==> src/rtl/cache_controller_if.sv <==
// CPU-side and line-adapter-side signal bundle for cache_controller.
// The slave modport is the controller view; master is the CPU/adapter (bench) view.
interface cache_controller_if;
    logic [31:0]  cpuAddr;
    logic         cpuRe;
    logic         cpuWe;
    logic [31:0]  cpuWdata;
    logic [3:0]   cpuBe;
    logic [31:0]  cpuRdata;
    logic         cpuStall;
    logic         adapterRe;
    logic         adapterWe;
    logic         adapterReady;
    logic [255:0] lineFromMem;
    logic [255:0] lineToMem;
    logic [31:0]  memAddr;
    logic [15:0]  hitCount;
    logic [15:0]  missCount;

    modport slave (
        input  cpuAddr, cpuRe, cpuWe, cpuWdata, cpuBe, adapterReady, lineFromMem,
        output cpuRdata, cpuStall, adapterRe, adapterWe, lineToMem, memAddr, hitCount, missCount
    );

    modport master (
        output cpuAddr, cpuRe, cpuWe, cpuWdata, cpuBe, adapterReady, lineFromMem,
        input  cpuRdata, cpuStall, adapterRe, adapterWe, lineToMem, memAddr, hitCount, missCount
    );
endinterface

==> src/rtl/cache_controller.sv <==
// Direct-mapped, write-back, write-allocate cache controller with 8-word (256-bit) lines.
// Misses evict a dirty victim through the line adapter, then refill and replay as a hit.
module cache_controller #(
    parameter int unsigned NUM_LINES = 16
) (
    input logic               CLK,
    input logic               RST,
    cache_controller_if.slave bus
);
    localparam int unsigned IdxW = $clog2(NUM_LINES);
    localparam int unsigned TagW = 27 - IdxW;

    typedef enum logic [1:0] {StIdle, StWriteback, StAllocate} state_e;

    state_e               state_q, state_d;
    logic [255:0]         data_q [NUM_LINES];
    logic [TagW-1:0]      tag_q  [NUM_LINES];
    logic [NUM_LINES-1:0] valid_q, valid_d;
    logic [NUM_LINES-1:0] dirty_q, dirty_d;
    logic [15:0]          hit_count_q, hit_count_d;
    logic [15:0]          miss_count_q, miss_count_d;

    logic [IdxW-1:0] idx;
    logic [TagW-1:0] cpu_tag;
    logic [2:0]      word;
    logic [255:0]    cur_line;
    logic            req;
    logic            hit;
    logic            line_we;
    logic            tag_we;
    logic [255:0]    line_wdata;

    assign idx      = bus.cpuAddr[5 +: IdxW];
    assign cpu_tag  = bus.cpuAddr[31 -: TagW];
    assign word     = bus.cpuAddr[4:2];
    assign cur_line = data_q[idx];
    assign req      = bus.cpuRe | bus.cpuWe;
    assign hit      = valid_q[idx] && (tag_q[idx] == cpu_tag);

    assign bus.cpuRdata  = cur_line[32*word +: 32];
    assign bus.lineToMem = cur_line;
    assign bus.hitCount  = hit_count_q;
    assign bus.missCount = miss_count_q;

    always_comb begin
        state_d       = state_q;
        valid_d       = valid_q;
        dirty_d       = dirty_q;
        hit_count_d   = hit_count_q;
        miss_count_d  = miss_count_q;
        line_we       = 1'b0;
        tag_we        = 1'b0;
        line_wdata    = cur_line;
        bus.cpuStall  = 1'b0;
        bus.adapterRe = 1'b0;
        bus.adapterWe = 1'b0;
        bus.memAddr   = {cpu_tag, idx, 5'b0};

        unique case (state_q)
            StIdle: begin
                if (req && hit) begin
                    hit_count_d = (hit_count_q == 16'hFFFF) ? hit_count_q : hit_count_q + 16'd1;
                    // A write (including re+we together) merges the enabled bytes in place.
                    if (bus.cpuWe) begin
                        line_we = 1'b1;
                        dirty_d[idx] = 1'b1;
                        for (int b = 0; b < 4; b++) begin
                            if (bus.cpuBe[b]) begin
                                line_wdata[32*int'(word) + 8*b +: 8] = bus.cpuWdata[8*b +: 8];
                            end
                        end
                    end
                end else if (req) begin
                    bus.cpuStall = 1'b1;
                    miss_count_d = (miss_count_q == 16'hFFFF) ? miss_count_q : miss_count_q + 16'd1;
                    state_d = (valid_q[idx] && dirty_q[idx]) ? StWriteback : StAllocate;
                end
            end
            StWriteback: begin
                bus.cpuStall  = 1'b1;
                bus.adapterWe = 1'b1;
                bus.memAddr   = {tag_q[idx], idx, 5'b0};
                if (bus.adapterReady) begin
                    state_d = StAllocate;
                end
            end
            StAllocate: begin
                bus.cpuStall  = 1'b1;
                bus.adapterRe = 1'b1;
                if (bus.adapterReady) begin
                    line_we      = 1'b1;
                    tag_we       = 1'b1;
                    line_wdata   = bus.lineFromMem;
                    valid_d[idx] = 1'b1;
                    dirty_d[idx] = 1'b0;
                    state_d      = StIdle;
                end
            end
            default: state_d = StIdle;
        endcase
    end

    always_ff @(posedge CLK or posedge RST) begin
        if (RST) begin
            state_q      <= StIdle;
            valid_q      <= '0;
            dirty_q      <= '0;
            hit_count_q  <= '0;
            miss_count_q <= '0;
        end else begin
            state_q      <= state_d;
            valid_q      <= valid_d;
            dirty_q      <= dirty_d;
            hit_count_q  <= hit_count_d;
            miss_count_q <= miss_count_d;
        end
    end

    // Line data and tags carry no reset; the valid bits gate their use.
    always_ff @(posedge CLK) begin
        if (line_we) begin
            data_q[idx] <= line_wdata;
        end
        if (tag_we) begin
            tag_q[idx] <= cpu_tag;
        end
    end
endmodule

==> src/flat_wrapper.sv <==
// flat-port wrapper written by rule: the top's interface ports become plain ports
module cache_controller_flat 
#(
    parameter int unsigned NUM_LINES = 16
)
  (CLK, RST, bus_cpuAddr, bus_cpuRe, bus_cpuWe, bus_cpuWdata, bus_cpuBe, bus_adapterReady, bus_lineFromMem, bus_cpuRdata, bus_cpuStall, bus_adapterRe, bus_adapterWe, bus_lineToMem, bus_memAddr, bus_hitCount, bus_missCount);
  cache_controller_if bus_i ();
  input logic CLK;
  input logic RST;
  input wire logic [$bits(bus_i.cpuAddr)-1:0] bus_cpuAddr;
  input wire logic [$bits(bus_i.cpuRe)-1:0] bus_cpuRe;
  input wire logic [$bits(bus_i.cpuWe)-1:0] bus_cpuWe;
  input wire logic [$bits(bus_i.cpuWdata)-1:0] bus_cpuWdata;
  input wire logic [$bits(bus_i.cpuBe)-1:0] bus_cpuBe;
  input wire logic [$bits(bus_i.adapterReady)-1:0] bus_adapterReady;
  input wire logic [$bits(bus_i.lineFromMem)-1:0] bus_lineFromMem;
  output wire logic [$bits(bus_i.cpuRdata)-1:0] bus_cpuRdata;
  output wire logic [$bits(bus_i.cpuStall)-1:0] bus_cpuStall;
  output wire logic [$bits(bus_i.adapterRe)-1:0] bus_adapterRe;
  output wire logic [$bits(bus_i.adapterWe)-1:0] bus_adapterWe;
  output wire logic [$bits(bus_i.lineToMem)-1:0] bus_lineToMem;
  output wire logic [$bits(bus_i.memAddr)-1:0] bus_memAddr;
  output wire logic [$bits(bus_i.hitCount)-1:0] bus_hitCount;
  output wire logic [$bits(bus_i.missCount)-1:0] bus_missCount;
  assign bus_i.cpuAddr = bus_cpuAddr;
  assign bus_i.cpuRe = bus_cpuRe;
  assign bus_i.cpuWe = bus_cpuWe;
  assign bus_i.cpuWdata = bus_cpuWdata;
  assign bus_i.cpuBe = bus_cpuBe;
  assign bus_i.adapterReady = bus_adapterReady;
  assign bus_i.lineFromMem = bus_lineFromMem;
  assign bus_cpuRdata = bus_i.cpuRdata;
  assign bus_cpuStall = bus_i.cpuStall;
  assign bus_adapterRe = bus_i.adapterRe;
  assign bus_adapterWe = bus_i.adapterWe;
  assign bus_lineToMem = bus_i.lineToMem;
  assign bus_memAddr = bus_i.memAddr;
  assign bus_hitCount = bus_i.hitCount;
  assign bus_missCount = bus_i.missCount;
  cache_controller #(.NUM_LINES(NUM_LINES)) u_core (.CLK(CLK), .RST(RST), .bus(bus_i));
endmodule
==> config.mk <==
export PLATFORM = sky130hd
export DESIGN_NAME = cache_controller_flat
export DESIGN_NICKNAME = d
export VERILOG_FILES = /design/src/rtl/cache_controller_if.sv /design/src/rtl/cache_controller.sv /design/src/flat_wrapper.sv
export SDC_FILE = /design/constraint.sdc
export NUM_CORES = 2
export LEC_CHECK = 0
export BUFFER_PORTS_ARGS = -buffer_cell sky130_fd_sc_hd__buf_2
export CORE_UTILIZATION = 35
export CTS_BUF_LIST = sky130_fd_sc_hd__clkbuf_8
export DETAILED_ROUTE_END_ITERATION = 7
export PLACE_DENSITY = 0.52
export SYNTH_ARGS = -nofsm -noshare
export SYNTH_HDL_FRONTEND = slang
export SYNTH_MEMORY_MAX_BITS = 65536
export SYNTH_SLANG_ARGS = --single-unit
==> constraint.sdc <==
create_clock -name CLK -period 25.9 [get_ports CLK]
set_input_delay 2.59 -clock CLK [delete_from_list [all_inputs] [get_ports CLK]]
set_output_delay 2.59 -clock CLK [all_outputs]
set_load 0.03 [all_outputs]
# Word-level counts from Yosys, hierarchy flattened
# Memory sizes are Yosys's and may differ from the RTL's.
# Index checks and enable logic that the tools add are counted.
[word_totals]
ff_bits = 66
ramBits = 4464
in_bits = 329
output_inout_bits = 355
word_cells = 110
n_memories = 2
[classes]
addsub = 9
order_cmp = 2
eq_ne = 11
n_shift = 9
n_mux = 52
bitwise_logic = 8
n_reduce_logical = 12
[memory_table]
columns = ["memory", "words", "word_bits", "read_ports", "rd_ports_with_merged_regs", "wr", "line", "text"]
rows = [
  ["u_core.data_q", 16, 256, 1, 0, 1, "cache_controller.sv:16", "logic [255:0] data_q [NUM_LINES];"],
  ["u_core.tag_q", 16, 23, 1, 0, 1, "cache_controller.sv:17", "logic [TagW-1:0] tag_q [NUM_LINES];"],
]
[op_table]
columns = ["op", "n"]
rows = [
  ["$mux W256", 16],
  ["$bwmux W256", 4],
  ["$shift A8 B33 Y256 const A", 4],
  ["$shiftx A8 B33 Y256", 4],
  ["$pmux W256 S2", 1],
  ["$shiftx A256 B9 Y32", 1],
  ["$neg A32 Y33", 3],
  ["$mux W16", 3],
  ["$neg A8 Y33", 1],
  ["$add A16 B1 Y16 const B", 2],
  ["$eq A16 B16 Y1 const B", 2],
  ["$mux W32", 1],
  ["$or A16 B16 Y16", 2],
  ["$pmux W16 S2", 1],
  ["$eq A23 B23 Y1", 1],
  ["$add A8 B5 Y9 const B", 2],
  ["$and A16 B16 Y16", 1],
  ["$not A16 Y16", 1],
  ["$mux W1", 15],
  ["$reduce_and A4 Y1", 3],
  ["$mux W2", 5],
  ["$add A8 B4 Y9 const B", 1],
  ["$bmux W1 S4", 2],
  ["$ne A2 B2 Y1 const B", 4],
  ["other kinds (16)", 23],
]

# Longest topological paths before layout
[logic_depth]
ltp_word = 22
mapped_depth = 16
ltp_nobuf = 10

# Worst setup path before layout
# No wires, ideal clock.
[synth_path]
path_type = "input-to-reg"
startpoint = "input port bus_cpuAddr[5]"
endpoint = "memory u_core.data_q[10][0], enable pin"
setup_ps = 877
arrival_ps = 16007
t_required_ps = 25023
slack_ps = 9016
cell_stages = 14
path_buffers = 5
cell_sequence = "buf_4 -> buf_2 -> mux4_2 -> a22oi_1 -> a21oi_1 -> nor4_1 -> a31oi_1 -> nor4_4 -> buf_6 -> and3_1 -> buf_6 -> a31oi_2 -> buf_2 -> nor2_1"
[synth_via]
elab_chain_cells = 8
elab_cells_between_ends = 10
classes_between = "eq/ne (1); mux (6); reduce/logical (2); memory (1)"
[synth_lines]
columns = ["item", "line", "text"]
rows = [
  ["start, declared", "flat_wrapper.sv:10", "input wire logic [$bits(bus_i.cpuAddr)-1:0] bus_cpuAddr;"],
  ["$mem_v2 Z16 W23 or $bmux W1 S4 (tied branches)", "-", ""],
  ["$eq A23 B23 Y1 or $mux W1 (tied branches)", "cache_controller.sv:38", "assign hit = valid_q[idx] && (tag_q[idx] == cpu_tag);"],
  ["$logic_and A1 B1 Y1", "cache_controller.sv:38", ""],
  ["$logic_and A1 B1 Y1", "cache_controller.sv:61", "if (req && hit) begin"],
  ["$mux W1", "cache_controller.sv:61", ""],
  ["$pmux W1 S2", "cache_controller.sv:59", "unique case (state_q)"],
  ["$mux W1", "cache_controller.sv:121", "if (line_we) begin"],
  ["$mux W1 (not written as such)", "cache_controller.sv:122", "data_q[idx] <= line_wdata;"],
  ["end, declared", "cache_controller.sv:16", ""],
]
# Several ways; a longest one is shown, not always the timed one. The select of a mux whose other input is x is not followed.

# Final worst setup path
[layout_path]
startpoint = "input port bus_cpuAddr[6]"
endpoint = "output port bus_cpuRdata[15]"
[layout_via]
elab_chain_cells = 2
[layout_lines]
columns = ["item", "line", "text"]
rows = [
  ["$mem_v2 Z16 W256", "-", ""],
  ["$shiftx A256 B9 Y32", "cache_controller.sv:40", "assign bus.cpuRdata = cur_line[32*word +: 32];"],
  ["end, declared", "flat_wrapper.sv:17", "output wire logic [$bits(bus_i.cpuRdata)-1:0] bus_cpuRdata;"],
]
# No other way between the ends.

==> metrics.cfg <==
[outcome]
status=finished, final reports clean

[yosys]
synthAdderAreaFrac_pct=0.0820
synth_top_cell_area_share_pct=73.2
synth_largest_area_cell=edfxtp_1
seq_area_frac_synth_pct=74.1
synth_edf_count=4464
avgSynthCellArea_sq_um=21.7
yosysUniqueCellTypes=78
synth_compound_area_share_pct=2.79
synth.cell_area_sq_um=183000
syn_inst=8418
synth_seq_cells=4530
yosys.area_share.xor_xnor_pct=0.263
ys_warn_count=0
synth_top_family_by_area=multiplexers
synthMuxAreaShare_pct=19.1
synth-simple-area-share_pct=2.31
synth-async-reset-ratio_pct=1.46
yosys-top-cells-area=edfxtp_1, mux4_2, dfrtp_1
synth_ff_type=edfxtp_1

[timing]
maxSlewViolCount=0
min_period_ps=12390
tightestPinTransition_ps=1480
period_share_pct=47.8
finClkSkew_ps=146
timing.max_slew.rel_slack_pct=1.37
max_freq_mhz=80.7
setup_viol=0
rsz0062_at_grt=false
finalHoldViolCount=0
setup_tns_ps=0

[finish]
nFillCells=46300
drive_gt1_share_pct=35.3
syn2layout_area_growth_pct=14.7
multiInputGateArea_sq_um=45300
final_cells=17200
regArea_sq_um=136000
fin_nets=9964

[placement]
place_inst=15800
place_congestion=0.887
port-buffer-count=676
dp_hpwl_mm=430

[worst_setup_path]
required_ps=23310
path_max_fanout=136
crit_start=bus_cpuAddr[6]
r2r-start=u_core.tag_q[10][2]
criticalPathCategory=in -> out
end_kind=primary output
worstPathArrival_ps=9800
critPathLaunchType=input port

[power]
p_clk_share_pct=32.6
p_leak_uw=0.0677
vdd_drop_max_uv=60.5
seqPwrFrac_pct=50.2
p_comb_share_pct=17.3
p_int_uw=13000
p_sw_share_pct=29.6
p_sw_uw=5440
power.density_nw_per_um2=87.7

[floorplanning]
dieArea_sq_um=526000
start_util_pct=35.1
die_h_um=725
core_region_area_sq_um=521000
num_rows=265
ios=684
fp.dieW_um=725

[detailed_routing]
wire_per_inst_um=39.8
dr.pass1.iters=7
routed_wl_mm=686
via_count=102000
ant_nets=0
drc=0
via_per_inst=5.91
drt_iter0_markers=14800

[clock_network]
postCtsSetupRepairBufs=0
root_buffer=clkbuf_8
cts.clk_slew.worst_paths_ps=60
numCtsBuffers=740
cts_sinks=4530
cts_tree=yes
ctsLongestPathBuffers=4
htree_levels=6
cts_resized=0
hold_buffers=0
clk_latency_ps=1390

[global_routing]
grt_pass1_wl_mm=906
grt_pass1_vias=101000
grt_max_degree=149
antenna_found_initial=137
grt_use_total_pct=25.4
grt_overflow=0

[flow_run]
maxCapViolCount=0

[hold_path]
hold_start=u_core.valid_q[13]
hold_class=reg -> reg

stage by stage:
step	hold slack (ps)	total power [uW]	instance area (sq um)	setup slack [ps]	util, %
after floorplan	434	11000	183000	9020	-
after global placement	445	12300	196000	13380	37.6
after detailed placement	448	12500	196000	13390	37.6
after CTS	467	18400	210000	13380	40.2
after global routing	487	18900	210000	13090	40.3
final	465	18400	210000	13510	40.3
cell families (layout without fill, tap and decap cells):
| logic type | after synthesis | count (layout) |
|---|---|---|
| mux | 1697 | 1697 |
| flops | 4530 | 4530 |
| xor+xnor | 55 | 55 |
| fa+ha+maj | 12 | 12 |
| simple gates | 867 | 867 |
| compound gates | 667 | 667 |
| other cells | 1 | 96 |
| buf+inv | 589 | 2362 |
synth_stat cells (31+ instances only):
| cell | number |
|---|---|
| mux4_2 | 1422 |
| mux2i_1 | 133 |
| edfxtp_1 | 4464 |
| a221o_1 | 103 |
| mux2_2 | 142 |
| dfrtp_1 | 66 |
| nand3_1 | 90 |
| buf_1 | 146 |
| o21ai_0 | 97 |
| buf_2 | 71 |
| nand4_1 | 64 |
| nor2_1 | 142 |
| and3_1 | 55 |
| o221ai_1 | 49 |
| xnor2_1 | 32 |
| inv_1 | 56 |
| a21oi_1 | 53 |
| nor2b_1 | 43 |
| a22o_1 | 54 |
| clkbuf_1 | 285 |
| a22oi_1 | 77 |
| nand2_1 | 331 |
| o211ai_1 | 37 |
| a21o_1 | 31 |
final cells by class:
class	instances	area share, %
tap	6942	4.14
inverter	59	0.113
sequential	4530	64.6
timing repair buffer	989	2.87
clock inverter	560	1.62
clock buffer	754	4.94
antenna	91	0.108
multi-input combinational	3303	21.6
worst paths after layout:
path	endpoint	slack (ps)	cells past startpoint
setup / recovery	bus_cpuRdata[15]	13510	12
hold / removal	u_core.valid_q[13]	470	1
setup reg to reg	u_core.data_q[2][116]	18340	15
hold reg to reg	u_core.valid_q[13]	470	1
max in group asynchronous	asynchronous set/reset pin	23520	3
min in group asynchronous	u_core.bus.missCount[12]	1610	3
power groups by stage:
stage | clock network (uW) | logic (uW) | registers, uW
CTS | 6090 | 3110 | 9240
global route | 6370 | 3260 | 9250
floorplan | 0 | 1610 | 9420
finish | 5990 | 3180 | 9240
detailed placement | 0 | 3100 | 9390
global placement | 0 | 2980 | 9370
sequential cells by signal, summed over array words and instances (netlist names), named ones only:
| signal | flops |
|---|---|
| u_core.data_q | 4096 |
| u_core.tag_q | 368 |
| u_core.bus.hitCount | 16 |
| u_core.bus.missCount | 16 |
| u_core.valid_q | 16 |
| u_core.state_q | 2 |
per-layer routing:
metal  GRT usage (%)  share of wire, %  vias to the layer above  routed length (um)
met4            12.3               5.5                       44               37500
met5               0             0.042                        -                 291
li1                -                 -                    38700                   -
met2            38.1                45                     6236              306000
met1            33.5                39                    55600              265000
met3            7.87                11                     1307               76000
layout by cell type, fill, tap and decap left out, types with 54 or more instances in the layout:
master,netlist,layout
diode_2,0,91
edfxtp_1,4464,4464
o21ai_0,97,84
inv_1,56,247
nor2_1,142,105
mux4_2,1422,1422
clkbuf_8,0,754
dfrtp_1,66,66
clkinv_1,0,192
nand2_1,331,328
a221o_1,103,103
clkinv_2,0,91
buf_4,24,298
a22o_1,54,54
mux2i_1,133,133
mux2_2,142,142
nand3_1,90,89
buf_2,71,668
nand4_1,64,64
a22oi_1,77,77
critical path, cell delays in order:
cell and delay (ps):
buf_8 510, buf_4 650, buf_4 680, buf_4 860, buf_4 780, buf_12 590, mux4_2 430, mux4_2 680
mux4_2 520, nand2_1 120, nand2_1 320, buf_2 300
Power figures use the tool's default switching activity.
